`src/rtl/pow2_filter_encoder.sv`:
```
// pow2_filter_encoder: encodes signed weights as power-of-two shift codes and packs LANES codes per word
module pow2_filter_encoder #(
  parameter int LANES = 16,
  parameter int WEIGHT_W = 16,
  parameter int MAX_SHIFT = 15
) (
  input  logic                    clock,
  input  logic                    reset,
  input  logic                    in_valid,
  output logic                    in_ready,
  input  logic [WEIGHT_W-1:0]     in_weight,
  input  logic                    in_last,
  output logic                    out_valid,
  input  logic                    out_ready,
  output logic [8*LANES-1:0]      out_data,
  output logic [$clog2(LANES):0]  out_lanes,
  output logic                    sat_seen
);
  localparam int CNT_W = LANES > 1 ? $clog2(LANES) : 1;
  localparam int LW = $clog2(LANES) + 1;
  localparam logic [6:0] MAX_S = 7'(MAX_SHIFT);
  localparam logic [CNT_W-1:0] LAST_LANE = CNT_W'(LANES - 1);
  logic advance, accept, in_neg;
  logic [WEIGHT_W:0] in_ext, in_mag;
  logic s1_v_q, s1_v_d, s1_neg_q, s1_neg_d, s1_zero_q, s1_zero_d, s1_last_q, s1_last_d;
  logic [WEIGHT_W:0] s1_mag_q, s1_mag_d;
  logic [5:0] msb;
  logic rnd, sat;
  logic [6:0] s_raw;
  logic [4:0] s_fin;
  logic [7:0] code;
  logic s2_v_q, s2_v_d, s2_last_q, s2_last_d, sat_seen_q, sat_seen_d;
  logic [7:0] s2_code_q, s2_code_d;
  logic wr, flush;
  logic [CNT_W-1:0] cnt_q, cnt_d;
  logic [8*LANES-1:0] lanes_q, lanes_d, word, out_data_q, out_data_d;
  logic [LW-1:0] out_lanes_q, out_lanes_d;
  logic out_valid_q, out_valid_d;

  always_comb begin
    advance = ~(out_valid_q & ~out_ready);
    accept = in_valid & advance;
    in_neg = in_weight[WEIGHT_W-1];
    in_ext = {in_neg, in_weight};
    in_mag = in_neg ? -in_ext : in_ext;
    s1_v_d = advance ? accept : s1_v_q;
    s1_neg_d = accept ? in_neg : s1_neg_q;
    s1_mag_d = accept ? in_mag : s1_mag_q;
    s1_zero_d = accept ? ~|in_weight : s1_zero_q;
    s1_last_d = accept ? in_last : s1_last_q;
  end

  // round to the nearer power of two using the bit just below the MSB
  always_comb begin
    msb = '0;
    rnd = 1'b0;
    for (int i = 1; i <= WEIGHT_W; i++)
      if (s1_mag_q[i]) begin
        msb = 6'(i);
        rnd = s1_mag_q[i-1];
      end
    s_raw = {1'b0, msb} + 7'(rnd);
    sat = s_raw > MAX_S;
    s_fin = sat ? 5'(MAX_SHIFT) : s_raw[4:0];
    code = s1_zero_q ? 8'h40 : {s1_neg_q, 2'b00, s_fin};
    s2_v_d = advance ? s1_v_q : s2_v_q;
    s2_code_d = (advance & s1_v_q) ? code : s2_code_q;
    s2_last_d = (advance & s1_v_q) ? s1_last_q : s2_last_q;
    sat_seen_d = sat_seen_q | (advance & s1_v_q & sat);
  end

  always_comb begin
    wr = advance & s2_v_q;
    flush = wr & (s2_last_q | (cnt_q == LAST_LANE));
    lanes_d = lanes_q;
    if (wr) lanes_d[8*cnt_q +: 8] = s2_code_q;
    word = '0;
    for (int i = 0; i < LANES; i++)
      word[8*i +: 8] = (i <= int'(cnt_q)) ? lanes_d[8*i +: 8] : 8'h40;
    cnt_d = flush ? '0 : wr ? cnt_q + CNT_W'(1) : cnt_q;
    out_valid_d = advance ? flush : out_valid_q;
    out_data_d = flush ? word : out_data_q;
    out_lanes_d = flush ? LW'(cnt_q) + LW'(1) : out_lanes_q;
  end

  always_ff @(posedge clock or posedge reset)
    if (reset) begin
      s1_v_q <= 1'b0;
      s1_neg_q <= 1'b0;
      s1_mag_q <= '0;
      s1_zero_q <= 1'b0;
      s1_last_q <= 1'b0;
      s2_v_q <= 1'b0;
      s2_code_q <= '0;
      s2_last_q <= 1'b0;
      sat_seen_q <= 1'b0;
      cnt_q <= '0;
      lanes_q <= '0;
      out_valid_q <= 1'b0;
      out_data_q <= '0;
      out_lanes_q <= '0;
    end else begin
      s1_v_q <= s1_v_d;
      s1_neg_q <= s1_neg_d;
      s1_mag_q <= s1_mag_d;
      s1_zero_q <= s1_zero_d;
      s1_last_q <= s1_last_d;
      s2_v_q <= s2_v_d;
      s2_code_q <= s2_code_d;
      s2_last_q <= s2_last_d;
      sat_seen_q <= sat_seen_d;
      cnt_q <= cnt_d;
      lanes_q <= lanes_d;
      out_valid_q <= out_valid_d;
      out_data_q <= out_data_d;
      out_lanes_q <= out_lanes_d;
    end

  assign in_ready = advance;
  assign out_valid = out_valid_q;
  assign out_data = out_data_q;
  assign out_lanes = out_lanes_q;
  assign sat_seen = sat_seen_q;
endmodule

```
`config.mk`:
```
export PLATFORM = sky130hd
export DESIGN_NAME = pow2_filter_encoder
export DESIGN_NICKNAME = d
export VERILOG_FILES = /design/src/rtl/pow2_filter_encoder.sv
export SDC_FILE = /design/constraint.sdc
export NUM_CORES = 1
export LEC_CHECK = 0
export BUFFER_PORTS_ARGS = -buffer_cell sky130_fd_sc_hd__buf_4
export CORE_MARGIN = 2
export CORE_UTILIZATION = 52
export DETAILED_ROUTE_END_ITERATION = 16
export GPL_ROUTABILITY_DRIVEN = 0
export GPL_TIMING_DRIVEN = 0
export PLACE_DENSITY = 0.73
export SYNTH_ARGS = -nofsm -noshare
export SYNTH_HDL_FRONTEND = slang
export SYNTH_SLANG_ARGS = --single-unit
```
`constraint.sdc`:
```
create_clock -name clock -period 9.8 [get_ports clock]
set_input_delay 1.47 -clock clock [delete_from_list [all_inputs] [get_ports clock]]
set_output_delay 1.47 -clock clock [all_outputs]
set_load 0.02 [all_outputs]
```
==> out/qor.yml <==
sta:
  skew_ns: 0.0135
  fin_crit_sh: 0.422
  timing.final.crit_period_ns: 4.13
  fmax_ghz: 0.242
  rsz0062_at_grt: "no"
  slew_headroom: 0.312
  setup_viol: 0
  fin_ws_ns: 5.67
  finalMaxSlewViolations: 0
  tightestPinTransition_ns: 1.02
  hold_viol: 0
  whs_ns: 0.456
synth:
  synth_ff_type: "dfrtp_1"
  netlist_instances: 1004
  synth_edf_count: 0
  syn-num-nets: 1032
  syn_area_mm2: 0.0121
  async_flop_share: 1.00
  avgSynthCellArea_um2: 12.1
  ys_seq_area_frac: 0.613
  yosys_warnings: 0
  yosysMostFrequentCell: "dfrtp_1"
  synth.top_cell.area_share: 0.613
  yosysTopAreaCell: "dfrtp_1"
  synth_common_cells: "dfrtp_1 (297), nand2_1 (105), o21ai_0 (91)"
  yosys-top-cells-area: "dfrtp_1 (61%), mux2_2 (7.2%), o21ai_0 (3.8%)"
  synth_cell_types: 60
  synth-seq-cells: 297
critical_path:
  setup.worst_path.class: "in -> out"
  arrival_ns: 2.66
  crit_required_ns: 8.33
  r2r_start: "cnt_q[0]$_DFFE_PP0P_"
  reg2reg_slack_ns: 6.21
  start_kind: "input port"
  worstPathMaxFanout: 10
  cpMostUsedCell: "buf_4"
  reg2reg_to: "out_data[119]$_DFFE_PP0P_"
  path_cells: "buf_4 > nor2b_2 > inv_1 > buf_2 > buf_4"
  cp_slowest_stage_delay_ns: 0.46
  rr_worst_depth: 10
  worst-path-stages: 5
  worstSetupEndpointType: "output pin"
  path_delay_family: "buffers and inverters"
  slowest_stage: "nor2b_2"
  critPathBufInv: 4
global_routing:
  grt_usage: 0.240
  grt_max_degree: 114
  grt_pass1_vias: 8482
  grt_pass1_wl_um: 45800
  antenna_found_initial: 0
  grt_overflow: 0
drt:
  first_pass_iters: 5
  remaining_drc_errors: 0
  wl_um: 28900
  antenna_left: 0
  drt_iter0_markers: 516
  wl_per_cell_um: 18.9
  vias: 8399
  viasPerCell: 5.49
die:
  die_w_um: 157
  fp.dieH_um: 157
  io_pins: 157
  coreArea_mm2: 0.0228
  die_area_mm2: 0.0245
  start_util: 0.532
  rows: 55
clocking:
  ctsHoldBuffers: 0
  htreeDepth: 1
  clk_latency_ns: 0.55
  cts_resized: 0
  root_buffer: "clkbuf_16"
  cts_buffers: 30
  clk_pin_slew_ns: 0.06
  cts_sinks: 297
  clk_path_buf_depth: 3
  cts_tree: "done"
  postCtsSetupBuffers: 0
worst_hold_path:
  holdPathStages: 2
  holdCritStartpoint: "lanes_q[13]$_DFF_PP0_"
  min_to: "lanes_q[13]$_DFF_PP0_"
  hold_class: "reg -> reg"
placement:
  dp.cells: 1475
  io_buffers: 156
  place_worst_setup_slack_ns: 5.71
  dp_hpwl_um: 20000
layout:
  final_core_utilization: 0.651
  fillers: 1737
  diodes: 0
  drive_gt1_frac: 0.270
  fin_cells: 1530
  fin_nets: 1222
  area_growth_pct: 22.4
pwr:
  p_leak_nw: 7.77
  peakVddDrop_mv: 0.135
  p_total_mw: 3.68
  p_per_area_mw_per_mm2: 248
outcome:
  status: "finished, final reports clean"
flow_run:
  cap_viol_max_count: 0
==> tightest hold or removal path: stages, from the launching register on <==
cell and delay (ns):
dfrtp_1 0.32, nand2_1 0.06, inv_1 0.05
==> flip-flops by register name, indices dropped and copies added (netlist names) <==
name       cells
lanes_q      128
s1_zero_q      1
out_lanes      5
sat_seen       1
s1_mag_q      17
s2_v_q         1
s2_last_q      1
cnt_q          4
s1_neg_q       1
s2_code_q      7
out_valid      1
out_data     128
s1_last_q      1
s1_v_q         1
==> per-layer routing <==
metal  vias to the layer above  global-route usage  wire, µm
met3                        43              0.0407      1820
met5                         -                   0         0
met4                         0              0.0603       602
met2                       251               0.404     14000
li1                       3895                   -         -
met1                      4210               0.327     12500
==> how the worst max path moves through the flow <==
| stage | end | from | slack, ns |
|---|---|---|---|
| final | in_ready | out_ready | 5.67 |
| after global routing | in_ready | out_ready | 5.65 |
| after CTS | in_ready | out_ready | 5.70 |
| after detailed placement | in_ready | out_ready | 5.71 |
| after global placement | out_data[114]$_DFFE_PP0P_ | reset | -2.76 |
| after floorplan | cnt_q[0]$_DFFE_PP0P_ | reset | 0.13 |
==> through the flow <==
step	cell area, µm²	TNS, ns
6_report	14800	0
5_1_grt	14800	0
4_1_cts	14800	0
3_5_place_dp	13700	0
3_3_place_gp	13700	-813.54
2_1_floorplan	12100	0
==> power breakdown <==
part	switching, mW	internal [mW]	leakage [nW]
clock	0.464	0.762	0.535
combinational	0.619	0.328	3.23
sequential	0.139	1.37	4.00
total	1.22	2.46	7.77
==> cells by family after synthesis <==
| kind of cell | Yosys count | share of synthesized area |
|---|---|---|
| DFF | 297 | 0.613 |
| and+or+nand+nor | 249 | 0.104 |
| AOI/OAI and AO/OA | 217 | 0.125 |
| muxes | 117 | 0.105 |
| buffers and inverters | 100 | 0.0327 |
| xor gates and xnor gates | 17 | 0.0129 |
| adders and majority gates | 7 | 0.00723 |
==> cell type report <==
type	count	area (µm²)	area share
tap	313	392	0.0264
inverter	56	218	0.0147
buffer	44	186	0.0126
sequential	297	7430	0.501
multi-input combinational	607	4290	0.289
clock buffer	43	891	0.0601
clock inverter	12	194	0.0131
timing repair buffer	158	1230	0.0827
==> cell usage in the layout (no fill, tap or decap), types with 4 or more instances in the layout <==
cell | Yosys | routed
nor2_2 | 6 | 6
nor2b_1 | 12 | 12
o31ai_1 | 7 | 7
dfrtp_1 | 297 | 297
nand3_1 | 12 | 12
mux2_2 | 77 | 77
clkbuf_1 | 25 | 30
o22a_1 | 13 | 13
clkbuf_16 | 0 | 31
nand2_1 | 105 | 105
ha_1 | 7 | 7
buf_4 | 1 | 157
clkbuf_8 | 0 | 7
a22o_1 | 44 | 44
nor3_1 | 5 | 5
nand2b_1 | 9 | 9
a21oi_1 | 12 | 12
o21ai_0 | 91 | 91
inv_1 | 56 | 55
xor2_1 | 12 | 12
buf_2 | 14 | 14
nor2_1 | 29 | 29
buf_1 | 4 | 4
bufinv_16 | 0 | 5
clkinv_2 | 0 | 5
xnor2_1 | 4 | 4
or3_1 | 6 | 6
and3_1 | 10 | 10
and2_1 | 35 | 35
a32o_1 | 15 | 15
mux2i_1 | 37 | 37
a31o_2 | 7 | 7
Note: power is estimated with default switching activity, not from simulation.
